## src/rtl/led_stepper.sv

```systemverilog
// One-hot LED position stepper driven by two synchronised buttons, with a hold-off lockout after each step.
// Build option: define LED_STEPPER_AUTOREPEAT_EN for level-triggered auto-repeat; otherwise one step per press.
module led_stepper #(
  parameter int unsigned LED_COUNT      = 8,
  parameter int unsigned HOLDOFF_CYCLES = 15000000,
  parameter bit          WRAP           = 1'b1,
  parameter int unsigned START_POS      = 0
) (
  input  logic                         clk_100mhz,
  input  logic                         rst_n,
  input  logic                         btn_left,
  input  logic                         btn_right,
  output logic [LED_COUNT-1:0]         led_out,
  output logic [$clog2(LED_COUNT)-1:0] pos,
  output logic                         busy,
  output logic                         limit_hit
);

  localparam int unsigned PW = $clog2(LED_COUNT);
  localparam logic [PW-1:0]        POS_MAX   = PW'(LED_COUNT - 1);
  localparam logic [PW-1:0]        POS_RST   = PW'(START_POS);
  localparam logic [31:0]          HOLD_LOAD = 32'(HOLDOFF_CYCLES);
  localparam logic [LED_COUNT-1:0] LED_RST   = {{(LED_COUNT-1){1'b0}}, 1'b1} << START_POS;

  typedef enum logic {IDLE = 1'b0, HOLD = 1'b1} state_t;

  state_t               state_q, state_d;
  logic [31:0]          cnt_q, cnt_d;
  logic [PW-1:0]        pos_q, pos_d;
  logic [LED_COUNT-1:0] led_q, led_d;
  logic                 limit_q, limit_d;
  logic [1:0]           meta_q, sync_q;
  logic [1:0]           trig;
  logic [1:0]           fire;
  logic                 want_left, want_right;
  logic                 accept;

  // Bit 0 tracks the left button, bit 1 the right button.
  always_ff @(posedge clk_100mhz or negedge rst_n) begin
    if (!rst_n) begin
      meta_q <= 2'b00;
      sync_q <= 2'b00;
    end else begin
      meta_q <= {btn_right, btn_left};
      sync_q <= meta_q;
    end
  end

`ifdef LED_STEPPER_AUTOREPEAT_EN
  assign trig = sync_q;
`else
  logic [1:0] arm_q, arm_d;

  // An arm flag re-arms while its button is released and drops on any step attempt.
  for (genvar gi = 0; gi < 2; gi++) begin : g_arm
    assign arm_d[gi] = !sync_q[gi] ? 1'b1 : (fire[gi] ? 1'b0 : arm_q[gi]);
  end

  always_ff @(posedge clk_100mhz or negedge rst_n) begin
    if (!rst_n) begin
      arm_q <= 2'b11;
    end else begin
      arm_q <= arm_d;
    end
  end

  assign trig = sync_q & arm_q;
`endif

  assign want_left  = trig[0] & ~sync_q[1];
  assign want_right = trig[1] & ~sync_q[0];

  // State register
  always_ff @(posedge clk_100mhz or negedge rst_n) begin
    if (!rst_n) begin
      state_q <= IDLE;
      cnt_q   <= '0;
      pos_q   <= POS_RST;
      led_q   <= LED_RST;
      limit_q <= 1'b0;
    end else begin
      state_q <= state_d;
      cnt_q   <= cnt_d;
      pos_q   <= pos_d;
      led_q   <= led_d;
      limit_q <= limit_d;
    end
  end

  // Next-state logic
  always_comb begin
    state_d = state_q;
    cnt_d   = cnt_q;
    pos_d   = pos_q;
    limit_d = 1'b0;
    fire    = 2'b00;
    accept  = 1'b0;
    case (state_q)
      IDLE: begin
        if (want_left) begin
          fire[0] = 1'b1;
          if (pos_q != POS_MAX) begin
            pos_d  = pos_q + 1'b1;
            accept = 1'b1;
          end else if (WRAP) begin
            pos_d  = '0;
            accept = 1'b1;
          end else begin
            limit_d = 1'b1;
          end
        end else if (want_right) begin
          fire[1] = 1'b1;
          if (pos_q != '0) begin
            pos_d  = pos_q - 1'b1;
            accept = 1'b1;
          end else if (WRAP) begin
            pos_d  = POS_MAX;
            accept = 1'b1;
          end else begin
            limit_d = 1'b1;
          end
        end
        if (accept) begin
          state_d = HOLD;
          cnt_d   = HOLD_LOAD;
        end
      end
      HOLD: begin
        cnt_d = cnt_q - 32'd1;
        if (cnt_q <= 32'd1) begin
          state_d = IDLE;
          cnt_d   = '0;
        end
      end
      default: begin
        state_d = IDLE;
        cnt_d   = '0;
      end
    endcase
  end

  // The LED vector is decoded from the next position so it is registered alongside pos.
  for (genvar gi = 0; gi < LED_COUNT; gi++) begin : g_led
    assign led_d[gi] = (pos_d == PW'(gi));
  end

  // Output logic
  always_comb begin
    busy      = (state_q == HOLD);
    limit_hit = limit_q;
    pos       = pos_q;
    led_out   = led_q;
  end

endmodule
```

## config.mk

```make
export PLATFORM = sky130hd
export DESIGN_NAME = led_stepper
export DESIGN_NICKNAME = d
export VERILOG_FILES = /design/src/rtl/led_stepper.sv
export SDC_FILE = /design/constraint.sdc
export NUM_CORES = 1
export LEC_CHECK = 0
export CAP_MARGIN = 15
export CELL_PAD_IN_SITES_DETAIL_PLACEMENT = 1
export CELL_PAD_IN_SITES_GLOBAL_PLACEMENT = 1
export CORE_UTILIZATION = 43
export CTS_BUF_LIST = sky130_fd_sc_hd__clkbuf_8
export DETAILED_ROUTE_END_ITERATION = 16
export PLACE_DENSITY = 0.86
export SLEW_MARGIN = 15
export SYNTH_ARGS = -nofsm -noshare
export SYNTH_HDL_FRONTEND = slang
export SYNTH_SLANG_ARGS = --single-unit
```

## constraint.sdc

```tcl
create_clock -name clk_100mhz -period 2.4 [get_ports clk_100mhz]
set_input_delay 0.24 -clock clk_100mhz [delete_from_list [all_inputs] [get_ports clk_100mhz]]
set_output_delay 0.24 -clock clk_100mhz [all_outputs]
set_load 0.02 [all_outputs]
```

==> results of run 1 <==
where the power goes:
part | switching, mW | internal, mW | total (mW)
combinational | 0.687 | 0.537 | 1.22
clock | 0.314 | 0.310 | 0.623
sequential | 0.179 | 1.02 | 1.20
registers in the layout (all words and copies together) (netlist names):
name,flops
led_out,8
busy,1
arm_q,2
sync_q,2
cnt_q,32
meta_q,2
pos,3
critical path: cells and delay by family (launching register included):
kind | cells | cell delay, ns
AO/OA/AOI/OAI | 3 | 0.69
AND/OR/NAND/NOR | 2 | 1.02
buffers and inverters | 1 | 0.20
flip-flops | 1 | 0.40
metrics by stage:
step	cell area (sq um)	TNS, ns
3_3_place_gp	3092	-0.07163
4_1_cts	3253	-0.2269
6_report	3346	-0.01070
5_1_grt	3346	-0.6142
3_5_place_dp	3092	-0.9713
2_1_floorplan	2655	-0.0003160
worst max path at each step:
stage	slack (ns)	cells past startpoint	from	end
floorplan	-0.0003	5	cnt_q[25]	cnt_q[16]
global placement	-0.04	5	cnt_q[25]	cnt_q[16]
detailed placement	-0.11	6	cnt_q[25]	cnt_q[24]
CTS	-0.03	5	cnt_q[25]	cnt_q[4]
global route	-0.07	7	cnt_q[25]	cnt_q[8]
finish	-0.006	6	cnt_q[25]	cnt_q[24]
area by class of cell:
| type | count | share of cell area, % |
|---|---|---|
| Sequential cell | 50 | 37.51 |
| Clock inverter | 3 | 1.272 |
| Clock buffer | 5 | 2.057 |
| Inverter | 11 | 1.234 |
| Tap cell | 75 | 2.805 |
| Multi-Input combinational cell | 204 | 41.17 |
| Timing Repair Buffer | 55 | 13.95 |
cell usage after synthesis (4+ instances only):
| cell type | n | area share, % |
|---|---|---|
| sky130_fd_sc_hd__a21o_1 | 5 | 1.4 |
| sky130_fd_sc_hd__a21oi_1 | 20 | 3.8 |
| sky130_fd_sc_hd__a31oi_1 | 4 | 0.95 |
| sky130_fd_sc_hd__and3_1 | 5 | 1.2 |
| sky130_fd_sc_hd__clkbuf_1 | 5 | 0.71 |
| sky130_fd_sc_hd__dfrtp_1 | 47 | 45 |
| sky130_fd_sc_hd__ha_1 | 6 | 2.9 |
| sky130_fd_sc_hd__inv_1 | 10 | 1.4 |
| sky130_fd_sc_hd__nand2_1 | 24 | 3.4 |
| sky130_fd_sc_hd__nand3_1 | 16 | 3.0 |
| sky130_fd_sc_hd__nand4_1 | 4 | 0.95 |
| sky130_fd_sc_hd__nor2_1 | 14 | 2.0 |
| sky130_fd_sc_hd__nor3_1 | 12 | 2.3 |
| sky130_fd_sc_hd__nor4_1 | 9 | 2.1 |
| sky130_fd_sc_hd__o21ai_0 | 18 | 3.4 |
| sky130_fd_sc_hd__o311ai_0 | 5 | 1.7 |
| sky130_fd_sc_hd__or3_1 | 6 | 1.4 |
| sky130_fd_sc_hd__or4_1 | 9 | 2.6 |
cell families (layout without fill, tap and decap cells):
group,after synthesis,in the layout
flip-flops,50,50
AO/OA/AOI/OAI,81,81
adder cells (fa/ha/maj),6,6
buffers and inverters,20,74
XOR/XNOR,1,1
other,1,1
AND/OR/NAND/NOR,115,115
repair_timing:
action                                 4_1_cts  5_1_grt
setup endpoints to repair                   18       23
pin swaps                                    4        6
setup buffers                                1        5
endpoints found under the hold margin       16        0
gates resized for setup                      8       17
hold buffers                                 1        0
layer usage:
metal  global-route usage, %  up-vias
met3                   4.432       14
met4                   10.18        0
met2                   48.38       58
met5                       0        -
li1                        -     1152
met1                   31.51     1283
==> metrics.log, run 1 <==
INFO  metric port-buffer-count = 15
INFO  metric place.gp.congestion = 0.8378
INFO  metric yosysSeqAreaShare = 47.76%
INFO  metric p_leak = 1.451 nW
INFO  metric pre_cts_ws = -0.1149 ns
INFO  metric place.detailed.instances = 388
INFO  metric tightestPinTransition = 0.8446 ns
INFO  metric detail-route-antenna-nets = 0
INFO  metric holdWs = 0.3543 ns
INFO  metric critical_path.reg2reg.endpoint = cnt_q[24]
INFO  metric fin_worst_skew = 0.007202 ns
INFO  metric clk_path_buf_depth = 2
INFO  metric synth_warnings = 0
INFO  metric worstSetupPathType = register to register
INFO  metric result_of_the_run = finished with violations
INFO  metric cts_tree = done
INFO  metric global_route_usage_sum = 26.76%
INFO  metric synth.ff_latch_count = 50
INFO  metric cts.clk_slew.worst_paths = 0.10 ns
INFO  metric firstDrtPassIters = 4
INFO  metric htree_levels = 2
INFO  metric drt-vias-per-instance = 6.221
INFO  metric ios = 17
INFO  metric floorplan.core_area = 5921 sq um
INFO  metric grt_first_pass_wirelength = 12,990 um
INFO  metric syn-mean-instance-area = 9.589 sq um
INFO  metric postSynth.topFlopCell = sky130_fd_sc_hd__dfrtp_1
INFO  metric met3_wirelength = 260 um
INFO  metric power_density = 909.9 nW/um^2
INFO  metric max_slew_margin = 43.69%
INFO  metric critPathMaxFanout = 5
INFO  metric worstHoldPathCells = 0
INFO  metric synth-simple-area-share = 24.43%
INFO  metric antenna_cells = 0
INFO  metric cts_made_buffers = 5
INFO  metric critPathArrivalTime = 2.62 ns
INFO  metric synth_cells = 274
INFO  metric final_core_util = 56.51%
INFO  metric max-vdd-ir-drop = 0.0006348 V
INFO  metric rr_startpoint = cnt_q[25]
INFO  metric wl_per_cell = 20.12 um
INFO  metric routed_via_count = 2,507
INFO  metric design.final.nets = 337
INFO  metric routed-wl-met2 = 4315 um
INFO  metric grt_antenna_before_repair = 0
INFO  metric synth-compound-area-share = 21.24%
INFO  metric area_growth = 27.33%
INFO  metric cp_data_required_time = 2.61 ns
INFO  metric mostFrequentLayoutCell = sky130_fd_sc_hd__dfrtp_1
INFO  metric yosys.cell_types.count = 54
INFO  metric multi_input_area = 1378 sq um
INFO  metric number_of_standard_cell_rows_in_the_floorplan = 28
INFO  metric startpoint_type = register
INFO  metric setup_viol = 3
INFO  metric drt-total-wl = 8109 um
INFO  metric syn-num-nets = 284
INFO  metric muxShareOfSynthArea = 0%
INFO  metric max_cap_violations = 0
INFO  metric detailedRoute.firstIterationViolations = 99
INFO  metric cp_cell_sequence = or4_4 > or4_4 > o41a_1 > buf_6 > a21oi_4 > a21oi_2
INFO  metric hold_start = meta_q[1]
INFO  metric fmax = 0.4156 GHz
INFO  metric timing.hold.worst_endpoint = sync_q[1]
INFO  metric fp.dieW = 80.17 um
INFO  metric synth_area_in_xor_xnor = 0.3333%
INFO  metric part_of_the_cycle_the_worst_path_needs = 100.3%
INFO  metric grt_pass1_vias = 2,637
INFO  metric timing.final.max_slew_violations = 0
INFO  metric hold_class = register to register
INFO  metric total_power = 3.044 mW
INFO  metric setup.worst_path.end_class = register
INFO  metric crit_path_max_incr_delay = 0.54 ns
INFO  metric most-common-layout-cells = sky130_fd_sc_hd__dfrtp_1, sky130_fd_sc_hd__buf_4, sky130_fd_sc_hd__nand2_1
INFO  metric insertion_delay = 0.31 ns
INFO  metric fin_crit = 2.406 ns
INFO  metric combinational_family_with_the_most_area_after_synthesis = simple AND/OR/NAND/NOR gates
INFO  metric hold_viol_final = 0
INFO  metric timing.critical_path.mode_cell = sky130_fd_sc_hd__or4_4
INFO  metric grt_max_degree = 21
INFO  metric grt_overflow = 0
INFO  metric reg2reg_setup_slack = -0.006 ns
INFO  metric ys_async_sr_fraction = 100.0%
INFO  metric slowest_stage = sky130_fd_sc_hd__or4_4
INFO  metric drive_above_1_share = 21.65%
INFO  metric clock_sink_count = 50
INFO  metric cts-root-buf = sky130_fd_sc_hd__clkbuf_8
INFO  metric mappedNetlistArea = 2628 sq um
INFO  metric dpl.hpwl = 5608 um
INFO  metric post_synth_edffs = 0
INFO  metric fp.dieArea = 6427 sq um
INFO  metric rsz0062_at_grt = true
INFO  metric drc = 0
INFO  metric area.sequential = 1255 sq um
INFO  metric wl_met1 = 3377 um
INFO  metric start_util = 44.38%
INFO  metric layoutNonFillerInstCount = 403
INFO  metric num-fill-cells = 681
INFO  metric failed_checks = setup timing
INFO  metric layout_setup_ws = -0.006152 ns
INFO  metric route.top_layer_used = met4
INFO  metric worst_reg_to_reg_path_cell_count = 6
INFO  metric die_h = 80.17 um
INFO  metric synthAdderAreaFrac = 2.857%
Power figures use the tool's default switching activity.
==> inputs of run 2 (changes only) <==
--- a/config.mk
+++ b/config.mk
@@ -11,7 +11,7 @@
 export CORE_UTILIZATION = 43
 export CTS_BUF_LIST = sky130_fd_sc_hd__clkbuf_8
 export DETAILED_ROUTE_END_ITERATION = 16
-export PLACE_DENSITY = 0.86
+export PLACE_DENSITY = 0.79
 export SLEW_MARGIN = 15
 export SYNTH_ARGS = -nofsm -noshare
 export SYNTH_HDL_FRONTEND = slang
==> run 2 against run 1 <==
  * Sequential share of layout area grew 0.80 points
  * Clock-buffer cell count unchanged
  * Sequential cell count is the same
  * The flow still finishes with violations (setup timing)
  * First-iteration DRC count grew 110%
  * Final cell count decreased by 0.99%
  * Sequential power hardly changed
  * Wire length down 3.2%
  * Critical endpoint is now cnt_q[26]
  * Utilization is 1.2 points lower
  * Largest power group is now registers
==> metrics.log, run 2 (same netlist as run 1, synthesis figures left out) <==
INFO  metric timing.final.max_slew_violations = 0 (unchanged)
INFO  metric worstSetupPathType = register to register
INFO  metric holdWs = 0.02817 ns (-0.3262 ns)
INFO  metric max_cap_violations = 0 (unchanged)
INFO  metric layoutNonFillerInstCount = 399 (-0.99%)
INFO  metric final_core_util = 55.33% (-1.2 points)
INFO  metric fp.dieW = 80.17 um (unchanged)
INFO  metric grt_pass1_vias = 2,617 (-0.76%)
INFO  metric groute.layer.met2.usage = 46.92% (-1.5 points)
INFO  metric mostFrequentLayoutCell = sky130_fd_sc_hd__dfrtp_1
INFO  metric tightestPinTransition = 0.7534 ns (-0.09117 ns)
INFO  metric p_leak = 1.416 nW (-2.4%)
INFO  metric place.gp.congestion = 0.7992 (-4.6%)
INFO  metric hold_class = input port to asynchronous set/reset pin
INFO  metric cts-root-buf = sky130_fd_sc_hd__clkbuf_8
INFO  metric routed_via_count = 2,483 (-0.96%)
INFO  metric fp.dieArea = 6427 sq um (unchanged)
INFO  metric grt_antenna_before_repair = 0 (unchanged)
INFO  metric use_met3 = 5.114% (+0.68 points)
INFO  metric fin_worst_skew = 0.01165 ns (+0.004452 ns)
INFO  metric ios = 17 (unchanged)
INFO  metric cp_data_required_time = 2.59 ns (-0.02 ns)
INFO  metric max-vdd-ir-drop = 0.0004980 V (-22%)
INFO  metric cts_made_buffers = 5 (unchanged)
INFO  metric most-common-layout-cells = sky130_fd_sc_hd__dfrtp_1, sky130_fd_sc_hd__buf_4, sky130_fd_sc_hd__nand2_1
INFO  metric dpl.hpwl = 5372 um (-4.2%)
INFO  metric critPathMaxFanout = 6 (+1)
INFO  metric insertion_delay = 0.31 ns (about the same)
INFO  metric number_of_standard_cell_rows_in_the_floorplan = 28 (unchanged)
INFO  metric critPathArrivalTime = 2.61 ns (about the same)
INFO  metric rsz0062_at_grt = true
INFO  metric setup-tns-final = -0.05771 ns (-0.04701 ns)
INFO  metric drc = 0 (unchanged)
INFO  metric detailedRoute.firstIterationViolations = 204 (+110%)
INFO  metric grt_max_degree = 51 (+140%)
INFO  metric largest_register_ffs = 32 (unchanged)
INFO  metric wl_per_cell = 19.68 um (-2.2%)
INFO  metric failed_checks = setup timing
INFO  metric cts_tree = done
INFO  metric drt-vias-per-instance = 6.223 (about the same)
INFO  metric layout_setup_ws = -0.02128 ns (-0.01512 ns)
INFO  metric total_power = 2.892 mW (-5.0%)
INFO  metric htree_levels = 2 (unchanged)
INFO  metric global_route_usage_sum = 26.67% (-0.096 points)
INFO  metric biggest_register = cnt_q
INFO  metric drive_above_1_share = 20.06% (-1.6 points)
INFO  metric antenna_cells = 0 (unchanged)
INFO  metric power_density = 883.0 nW/um^2 (-3.0%)
INFO  metric grt_first_pass_wirelength = 13,010 um (+0.22%)
INFO  metric port-buffer-count = 15 (unchanged)
INFO  metric design.final.nets = 333 (-1.2%)
INFO  metric grt_overflow = 0 (unchanged)
INFO  metric clk_path_buf_depth = 2 (unchanged)
INFO  metric firstDrtPassIters = 4 (unchanged)
INFO  metric fin_crit = 2.421 ns (+0.01512 ns)
INFO  metric drt-total-wl = 7853 um (-3.2%)
INFO  metric clock_sink_count = 50 (unchanged)
INFO  metric result_of_the_run = finished with violations
INFO  metric setup.worst_path.end_class = register
INFO  metric postCtsHoldBufs = 0 (-1)
INFO  metric grtUsageMet1 = 31.89% (+0.38 points)
INFO  metric die_h = 80.17 um (unchanged)
INFO  metric start_util = 44.38% (unchanged)
INFO  metric num-fill-cells = 667 (-2.1%)
INFO  metric part_of_the_cycle_the_worst_path_needs = 100.9% (+0.63 points)
INFO  metric place.detailed.instances = 384 (-1.0%)
INFO  metric area_growth = 24.67%
INFO  metric cts.clk_slew.worst_paths = 0.10 ns (about the same)
INFO  metric fmax = 0.4130 GHz (-0.62%)
INFO  metric startpoint_type = register
INFO  metric max_slew_margin = 49.77% (+6.1 points)
INFO  metric floorplan.core_area = 5921 sq um (unchanged)
INFO  metric setup_viol = 4 (+1)
INFO  metric detail-route-antenna-nets = 0 (unchanged)
INFO  metric grt_most_used_layer = met2
INFO  metric hold_viol_final = 0 (unchanged)
## run 2: changes by cell type in the layout (fill, tap and decap cells not counted), moves of 2 or more
| cell | change |
|---|---|
| sky130_fd_sc_hd__buf_6 | -5 |
| sky130_fd_sc_hd__a21oi_1 | +4 |
| sky130_fd_sc_hd__o21ai_0 | +4 |
| sky130_fd_sc_hd__o21ai_1 | -4 |
| sky130_fd_sc_hd__a21oi_2 | -3 |
| sky130_fd_sc_hd__nor4_1 | -2 |
| sky130_fd_sc_hd__nor4_2 | +2 |
## run 2: timing repair
action,CTS,global route
resized for setup,2,8
pin swaps,6,5
setup endpoints to repair,18,24
buffers inserted,2,4
cloned,0,1
## run 2: per-layer routing
layer / wire, um / vias to the layer above
li1: - / 1149
met1: 3301 / 1265
met2: 4038 / 49
met3: 319 / 20
met4: 193 / 0
met5: 0 / -
## run 2: layout make-up
cell class,count,area (sq um),area share (%)
tap,75,93.84,2.865
multi-input combinational,204,1350,41.21
clock inverter,3,21.27,0.6494
sequential,50,1255,38.31
timing repair buffer,51,445.4,13.60
inverter,11,41.29,1.261
clock buffer,5,68.82,2.101
## run 2: worst paths after layout
kind	from	endpoint	slack, ns	depth (start not counted)
worst max-delay path	cnt_q[25]	cnt_q[26]	-0.02	6
worst min-delay path	rst_n	cnt_q[4]	0.03	2
worst max register to register	cnt_q[25]	cnt_q[26]	-0.02	6
worst min register to register	meta_q[0]	sync_q[0]	0.36	0
max in group asynchronous	rst_n	pos[1]	1.94	2
min in group clk_100mhz	meta_q[0]	sync_q[0]	0.36	0
## run 2: power by group
part           switching (mW)  total [mW]  internal [mW]
clock                   0.302       0.507          0.206
sequential              0.179        1.20           1.02
combinational           0.657        1.19          0.531
total                    1.14        2.89           1.75
## run 2: critical path, cell delays in order, from the launching register on
cell and delay (ns):
sky130_fd_sc_hd__dfrtp_1 0.39, sky130_fd_sc_hd__or4_4 0.54, sky130_fd_sc_hd__or4_4 0.49, sky130_fd_sc_hd__o41a_1 0.45, sky130_fd_sc_hd__buf_4 0.20, sky130_fd_sc_hd__o211ai_1 0.10, sky130_fd_sc_hd__nand3_1 0.13
## run 2: per-stage QoR
step                cell area, sq um  worst slack [ns]
floorplan                       2655        -0.0003160
global placement                3074          0.002414
detailed placement              3074          -0.07858
CTS                             3186          -0.08465
global route                    3276          -0.07463
finish                          3276          -0.02128
==> RTL change: new RTL, config.mk and constraints of run 2 <==
`LED_COUNT`: 8 -> 4.
--- a/src/rtl/led_stepper.sv
+++ b/src/rtl/led_stepper.sv
@@ -2,5 +2,5 @@
 // Build option: define LED_STEPPER_AUTOREPEAT_EN for level-triggered auto-repeat; otherwise one step per press.
 module led_stepper #(
-  parameter int unsigned LED_COUNT      = 8,
+  parameter int unsigned LED_COUNT      = 4,
   parameter int unsigned HOLDOFF_CYCLES = 15000000,
   parameter bit          WRAP           = 1'b1,
Ports: changed (resized led_out and pos); port bits go from 17 to 12. The function was not compared with the original's and may differ.
==> RTL change against run 2 <==
- total power decreased by 15%
- sequential cell count decreased by 5
- routed wire length decreased by 15%
- cell area decreased by 13%
- synthesized area decreased by 6.9%
- global-route usage decreased by 1.9 points
- cell count decreased by 8.5%
- count of clock-buffer cells in the layout unchanged
- setup slack improved by 0.13 ns
- highest routed layer unchanged
==> RTL change: results (changes against run 2) <==
- Critical Path AT: 2.48 ns (was 2.61 ns)
- Finished Cell Area: 0.00285 sq mm (was 0.00328 sq mm)
- Worst-path fanout max: 7 (was 6)
- Fillers: 641 (was 667)
- Worst-path cell with the longest stage delay: or4_1 (was or4_4)
- FF-to-FF path depth: 7 (was 6)
- Reg2Reg Setup Slack: 0.11 ns (was -0.02 ns)
- M1 WL: 3150 um (was 3300 um)
- Crit. Startpoint: cnt_q[12]$_DFFE_PN0P_ (was cnt_q[25]$_DFFE_PN0P_)
- Area contributors post-synth: dfrtp_1 (43%), o21ai_0 (4.3%), a21oi_1 (3.9%) (was dfrtp_1 (45%), a21oi_1 (3.8%), o21ai_0 (3.4%))
- Placed Cells: 356 (was 384)
- Starting DRT DRC Count: 87 (was 204)
- WL met3: 157 um (was 319 um)
- Distinct cells, synth: 52 (was 54)
- Largest net degree at the start of global routing: 34 (was 51)
- WL final: 6700 um (was 7850 um)
- Pleak: 0.00121 uW (was 0.00142 uW)
- First-pass GRT wire length: 11600 um (was 13000 um)
- Worst Tran Pin Value: 0.616 ns (was 0.753 ns)
- M3 GR Usage: 0.0353 (was 0.0511)
- Status: complete, no violations (was complete, but fails checks)
- Slowest stage delay, CP: 0.51 ns (was 0.54 ns)
- Nets: 300 (was 333)
- Avg Inst Size Synth: 9.23 sq um (was 9.59 sq um)
- Cell area after placement: 0.00273 sq mm (was 0.00307 sq mm)
- Post-DP HPWL: 4660 um (was 5370 um)
- WL per Instance: 18.4 um (was 19.7 um)
- Clock skew: 0.0124 ns (was 0.0117 ns)
- Layout cells sized above 1: 0.167 (was 0.201)
- Reg2reg end: cnt_q[8]$_DFFE_PN0P_ (was cnt_q[26]$_DFFE_PN0P_)
- Final TNS setup: 0 ns (was -0.0577 ns)
- GRT Util Overall: 0.247 (was 0.267)
- Postcts setup bufs: 0 (was 2)
- Vias in the first global route: 2305 (was 2617)
- Port-buffer cells: 10 (was 15)
-- RTL change: cell count changes after synthesis, sizes merged, moves of 3 or more --
cell / run 2 / this run
o21ai: 19 / 24
and2: 1 / 4
inv: 10 / 13
and4: 0 / 3
o311ai: 6 / 2
nand3: 16 / 12
nor2: 14 / 21
or4: 11 / 7
dfrtp: 47 / 42
and3: 5 / 0
-- RTL change: power groups by stage --
stage,combinational [uW],sequential (uW),clock [uW]
CTS,904,1070,498
finish,920,1070,477
floorplan,469,1130,0
global route,1020,1100,509
detailed placement,892,1080,0
global placement,859,1070,0
-- RTL change: final cells by class --
class                           instances  area share
Timing Repair Buffer                   30      0.0912
Clock buffer                            5      0.0241
Inverter                               13      0.0171
Clock inverter                          3     0.00658
Multi-Input combinational cell        197       0.433
Sequential cell                        45       0.396
Tap cell                               72      0.0316
-- RTL change: worst max-delay path by stage --
| stage | end | slack (ns) | cells after the start |
|---|---|---|---|
| finish | cnt_q[8]$_DFFE_PN0P_ | 0.11 | 7 |
| global route | cnt_q[4]$_DFFE_PN0P_ | 0.007 | 7 |
| CTS | cnt_q[28]$_DFFE_PN0P_ | 0.01 | 8 |
| detailed placement | cnt_q[28]$_DFFE_PN0P_ | 0.02 | 8 |
| global placement | cnt_q[28]$_DFFE_PN0P_ | 0.11 | 8 |
| floorplan | cnt_q[28]$_DFFE_PN0P_ | 0.23 | 8 |
-- RTL change: kinds of logic after synthesis --
group	after synthesis	synth area share
AO/OA/AOI/OAI	76	0.194
adder cells (fa/ha/maj)	4	0.0205
buffers and inverters	23	0.0445
flip-flops	45	0.462
multiplexers	2	0.00870
other	1	0.00153
AND/OR/NAND/NOR	114	0.269
